File: src/rtl/lif_neuron_seq.sv
// lif_neuron_seq: time-multiplexed LIF engine scanning 18 neurons per timestep.
// Define ADAPT_TH_EN for per-neuron adaptive thresholds.
module lif_neuron_seq #(
   parameter int unsigned N_NEURON   = 18,
   parameter logic [15:0] V_TH       = 16'h4000,
   parameter int unsigned LEAK_SHIFT = 4,
   parameter logic [15:0] INHBT_W    = 16'h0200,
   parameter int unsigned REFRAC_CYC = 2,
   parameter logic [15:0] THETA_INC  = 16'h0100
) (
   input  logic                    clk,
   input  logic                    rst_n,
   input  logic                    i_start,
   input  logic                    i_s_init,
   input  logic [N_NEURON*16-1:0]  i_cur,
   input  logic [4:0]              i_inhbt,
   output logic                    o_valid,
   output logic                    o_spike,
   output logic [4:0]              o_neuron_idx,
   output logic                    o_s_init,
   output logic                    o_cnt_clr,
   output logic                    o_busy,
   output logic                    o_done
);
   typedef enum logic [2:0] {IDLE, LOAD, CLR, SCAN, ISCAN, FIN} state_t;
   localparam logic [4:0] LAST = 5'(N_NEURON - 1);
   state_t state_q, state_d;
   logic [4:0] cnt_q, cnt_d;
   logic [N_NEURON*16-1:0] cur_q;
   logic [4:0] inh_q;
   logic spike_q, spike_d;
   logic [15:0] v_q [N_NEURON];
   logic [2:0] r_q [N_NEURON];
   logic [N_NEURON-1:0] ls_q;
`ifdef ADAPT_TH_EN
   logic [15:0] th_q [N_NEURON];
   logic [15:0] th_d;
`endif
   logic [4:0] p, inh_n, k;
   logic upd, frozen, fire;
   logic [15:0] cur_n, v, vl, vn, th, v_d;
   logic [16:0] s;
   logic [20:0] inh, diff;
   logic [2:0] r_d;
   // Neuron p is computed one cycle ahead of its appearance on the output stream.
   always_comb begin
      upd    = (state_q == LOAD) || (state_q == SCAN && cnt_q != LAST);
      p      = (state_q == SCAN && cnt_q != LAST) ? cnt_q + 5'd1 : 5'd0;
      cur_n  = (state_q == LOAD) ? i_cur[{p, 4'b0} +: 16] : cur_q[{p, 4'b0} +: 16];
      inh_n  = (state_q == LOAD) ? i_inhbt : inh_q;
      v      = v_q[p];
      vl     = v - (v >> LEAK_SHIFT);
      s      = {1'b0, vl} + {1'b0, cur_n};
      k      = (inh_n > {4'b0, ls_q[p]}) ? inh_n - {4'b0, ls_q[p]} : 5'd0;
      inh    = 21'(k) * 21'(INHBT_W);
      diff   = {4'b0, s} - inh;
      vn     = ({4'b0, s} <= inh) ? 16'd0 : (diff > 21'h00FFFF ? 16'hFFFF : diff[15:0]);
`ifdef ADAPT_TH_EN
      th     = th_q[p];
      th_d   = (th > 16'hFFFF - THETA_INC) ? 16'hFFFF : th + THETA_INC;
`else
      th     = V_TH;
`endif
      frozen = r_q[p] != 3'd0;
      fire   = !frozen && vn >= th;
      v_d    = frozen ? v : fire ? 16'd0 : vn;
      r_d    = frozen ? r_q[p] - 3'd1 : fire ? 3'(REFRAC_CYC) : 3'd0;
      spike_d = upd && fire;
   end
   always_comb begin
      state_d = state_q;
      cnt_d   = cnt_q;
      unique case (state_q)
         IDLE:        state_d = i_s_init ? CLR : i_start ? LOAD : IDLE;
         LOAD:        begin state_d = SCAN; cnt_d = 5'd0; end
         CLR:         begin state_d = ISCAN; cnt_d = 5'd0; end
         SCAN, ISCAN: begin
            state_d = (cnt_q == LAST) ? FIN : state_q;
            cnt_d   = (cnt_q == LAST) ? cnt_q : cnt_q + 5'd1;
         end
         FIN:         state_d = IDLE;
         default:     state_d = IDLE;
      endcase
   end
   always_ff @(posedge clk or negedge rst_n) begin
      if (!rst_n) begin
         state_q <= IDLE;
         cnt_q   <= 5'd0;
         cur_q   <= '0;
         inh_q   <= 5'd0;
         spike_q <= 1'b0;
         ls_q    <= '0;
         for (int i = 0; i < N_NEURON; i++) begin
            v_q[i] <= 16'd0;
            r_q[i] <= 3'd0;
`ifdef ADAPT_TH_EN
            th_q[i] <= V_TH;
`endif
         end
      end else begin
         state_q <= state_d;
         cnt_q   <= cnt_d;
         spike_q <= spike_d;
         if (state_q == LOAD) begin
            cur_q <= i_cur;
            inh_q <= i_inhbt;
         end
         if (state_q == CLR) begin
            ls_q <= '0;
            for (int i = 0; i < N_NEURON; i++) begin
               v_q[i] <= 16'd0;
               r_q[i] <= 3'd0;
`ifdef ADAPT_TH_EN
               th_q[i] <= V_TH;
`endif
            end
         end else if (upd) begin
            v_q[p]  <= v_d;
            r_q[p]  <= r_d;
            ls_q[p] <= fire;
`ifdef ADAPT_TH_EN
            if (fire) th_q[p] <= th_d;
`endif
         end
      end
   end
   assign o_valid      = state_q == SCAN || state_q == ISCAN;
   assign o_s_init     = state_q == ISCAN;
   assign o_spike      = spike_q;
   assign o_neuron_idx = cnt_q;
   assign o_cnt_clr    = state_q == CLR;
   assign o_busy       = state_q != IDLE;
   assign o_done       = state_q == FIN;
endmodule

File: config.mk
export PLATFORM = sky130hd
export DESIGN_NAME = lif_neuron_seq
export DESIGN_NICKNAME = d
export VERILOG_FILES = /design/src/rtl/lif_neuron_seq.sv
export SDC_FILE = /design/constraint.sdc
export NUM_CORES = 2
export LEC_CHECK = 0
export ABC_CLOCK_PERIOD_IN_PS = 18200
export CAP_MARGIN = 40
export CORE_MARGIN = 2
export CORE_UTILIZATION = 50
export CTS_CLUSTER_DIAMETER = 60
export DETAILED_ROUTE_END_ITERATION = 10
export PLACE_DENSITY = 0.7
export SYNTH_ARGS = -nofsm -noshare
export SYNTH_HDL_FRONTEND = slang
export SYNTH_SLANG_ARGS = --single-unit
File: constraint.sdc
create_clock -name clk -period 18.2 [get_ports clk]
set_input_delay 2.73 -clock clk [delete_from_list [all_inputs] [get_ports clk]]
set_output_delay 2.73 -clock clk [all_outputs]
set_load 0.1 [all_outputs]
==> metrics.md <==
| Metric | Value |
|---|---|
| Cts repair resizes | 0 |
| Synthesized area | 36700 um^2 |
| Worst-Skew Late Latency | 0.66 ns |
| Required @ worst endpoint | 18.67 ns |
| Die H | 275 um |
| Tmin final | 10.57 ns |
| CP peak stage delay | 0.82 ns |
| TritonCTS buffer count | 75 |
| H-tree levels | 3 |
| Setup bufs post-CTS | 0 |
| R2R setup slack | 7.63 ns |
| Syn Inst Count | 4254 |
| Root buf cell | clkbuf_16 |
| CP delay by family, top | compound AO/OA/AOI/OAI gates |
| Share of layout cells above drive strength 1 | 0.0908 |
| Most frequent cells in the layout | 893 x nand2_1, 661 x dfrtp_1, 356 x a21oi_1 |
| Initial core utilization | 0.504 |
| Critical Path Start | o_neuron_idx[0] |
| Post-DP HPWL | 90.7 mm |
| Post-synthesis simple-gate area fraction | 0.216 |
| Worst r2r path cells | 35 |
| Syn. warnings | 0 |
| First-pass DRT Iterations | 6 |
| Seq/Total Area, Yosys | 0.451 |
| I/O pins | 308 |
| Clock Skews | 0.0263 ns |
| Initial DRC Count | 5677 |
| Post-layout nets | 4666 |
| Max cap viols | 0 |
| Drt drc | 0 |
| Number of synthesized flops with an enable pin | 0 |
| Adder-Cell Fraction of Synth Area | 0.0153 |
| Worst reg2reg startpoint | o_neuron_idx[0] |
| Largest net degree at the start of global routing | 231 |
| CP Capture Point | v_q[267] |
| Most common cell after layout, fill and taps aside | nand2_1 |
| Wire per inst | 27.1 um |
| Global-route wire length before repair | 217 mm |
| Clock sink count | 662 |
| Main combinational cell family by area after synthesis | compound AO/OA/AOI/OAI gates |
| Avg Cell Area, Syn | 8.63 um^2 |
| Status | finished clean |
| Row count | 99 |
| Die X | 275 um |
| Final WL | 145 mm |
| Worst setup EP type | flop |
| Worst hold path type | reg2reg |
| Fill cells | 6345 |
| Buffer and inverter count on the worst path | 5 |
| Initial antenna violation count | 11 |
| Register bit total from synthesis | 662 |
| Clock buffer depth | 3 |
| Drt via density | 6.76 |
| Rel. slew slack | 0.102 |
| Post-synthesis mux area share | 0.0330 |
| Synth top area share | 0.451 |
| RSZ-0062 raised after global routing | no |
| Post-synth top flop | dfrtp_1 |
| Largest area contributor in the netlist | dfrtp_1 |
| IO buf count | 307 |
| Post-CTS Hold Buffers | 0 |
| Post-synthesis xor/xnor area fraction | 0.00712 |
| Post-synth cell types | 91 |
| Most used cell, CP | ha_1 |
| Synth async-reset ratio | 1.00 |
| Reg-to-reg endpoint | v_q[267] |
| Final setup vio count | 0 |
| Instance count on the critical path | 35 |
| Max-slew violation count | 0 |
| Vias in the first global route | 33939 |
| Final hold viol count | 0 |
| Total GRT Usage | 0.376 |
| Clock-pin slew on the worst setup and hold paths | 0.07 ns |
| Critical Path AT | 11.04 ns |
| Area growth from synthesis to layout | 18.2% |
| FMAX | 94.6 MHz |
| Final Cycle Share | 0.581 |
| Synth Area in Compound Gates | 0.222 |
| Core ar. | 72800 um^2 |
| CTS tree | done |
| Slowest cell on the critical path | dfrtp_4 |
| Setup TNS | 0 ns |
| CP Class | reg2reg |
| Syn nets | 4594 |
| Final ANT Viol Nets | 0 |
| Worst Path Max Fanout | 230 |
| Tightest Pin Transition | 1.35 ns |
| Vias post-DR | 36177 |
| Grt total ovfl | 0 |
| Die ar. | 75600 um^2 |
| Ranking of synthesized cells by area | dfrtp_1 45%, nand2_1 9.2%, o41ai_1 5.5%, a21oi_1 4.9%, and3_1 4.2% |
| Routability cong. | 0.942 |
| CP Launch Type | flop |
==> cells in the mapped netlist (all sizes together) (11+ instances only) <==
cell type,number
nor3,29
dfrtp,662
and2,16
nand2,896
o31ai,34
inv,36
buf,157
nand2b,33
ha,40
and3,249
mux2,56
a21oi,363
o22a,18
nand3,162
nand3b,13
a22oi,35
nor2b,13
o21ai,201
o32a,12
nand4,11
o22ai,61
o41ai,248
a211oi,24
a221oi,36
o221ai,23
nor2,221
clkbuf,294
a222oi,17
xnor2,20
mux2i,56
nor4,37
or3,22
o21a,25
==> worst min-delay path by stage <==
stage | end | cells past startpoint | slack, ns | from
after floorplan | cur_q[231] | 2 | 0.43 | cur_q[231]
final | cur_q[262] | 2 | 0.47 | cur_q[262]
after global routing | cur_q[19] | 2 | 0.48 | cur_q[19]
after global placement | cur_q[231] | 2 | 0.45 | cur_q[231]
after detailed placement | cur_q[262] | 2 | 0.46 | cur_q[262]
after CTS | cur_q[262] | 2 | 0.47 | cur_q[262]
==> metrics by stage <==
step | area (um^2) | std cells | setup slack [ns] | util | hold slack (ns)
3_3_place_gp | 40000 | 5159 | 7.78 | 0.549 | 0.452
6_report | 43400 | 5348 | 7.63 | 0.596 | 0.470
4_1_cts | 43400 | 5340 | 7.90 | 0.596 | 0.472
5_1_grt | 43400 | 5345 | 6.99 | 0.596 | 0.481
2_1_floorplan | 36700 | 4254 | 10.14 | - | 0.433
3_5_place_dp | 40900 | 5208 | 7.99 | 0.561 | 0.457
==> state kept, by name (all words and copies together) (netlist names) <==
name	flops
v_q	288
ls_q	18
o_neuron_idx	5
inh_q	5
state_q	3
cur_q	288
o_spike	1
r_q	54
==> worst reg2reg max path: cells and delay by family, from the launching register on <==
kind	cells	cell delay (ns)
adders and majority gates	5	1.88
AOI/OAI and AO/OA	15	4.11
and+or+nand+nor	8	1.35
xor gates and xnor gates	2	0.17
DFF	1	0.82
buffers and inverters	5	2.05
==> layout make-up <==
cell class	count	area (um^2)	share of cell area
multi-input combinational	3103	18300	0.421
antenna	8	20.0	0.000461
timing repair buffer	446	4660	0.107
clock inverter	25	349	0.00804
clock buffer	107	2190	0.0504
tap	959	1200	0.0276
sequential	662	16600	0.382
inverter	38	145	0.00334
==> cells by family (layout without fill, tap and decap cells) <==
group,after synthesis,after routing
other cells,0,8
buf+inv,489,616
flops,662,662
simple gates,1734,1734
xor+xnor,29,29
fa+ha+maj,43,43
mux,113,113
compound gates,1184,1184
==> per-layer routing <==
| layer | global-route usage | vias to the layer above | wire [um] | share of wire |
|---|---|---|---|---|
| met5 | 0 | - | 63 | 0.00043 |
| met4 | 0.204 | 10 | 9000 | 0.062 |
| met3 | 0.0893 | 569 | 17100 | 0.12 |
| met2 | 0.545 | 2598 | 61500 | 0.42 |
| met1 | 0.519 | 17441 | 57300 | 0.40 |
| li1 | - | 15559 | - | - |
Power is left out: the tool's default activity adds up to more than one toggle a clock period on the data nets, which glitch-free logic cannot reach.
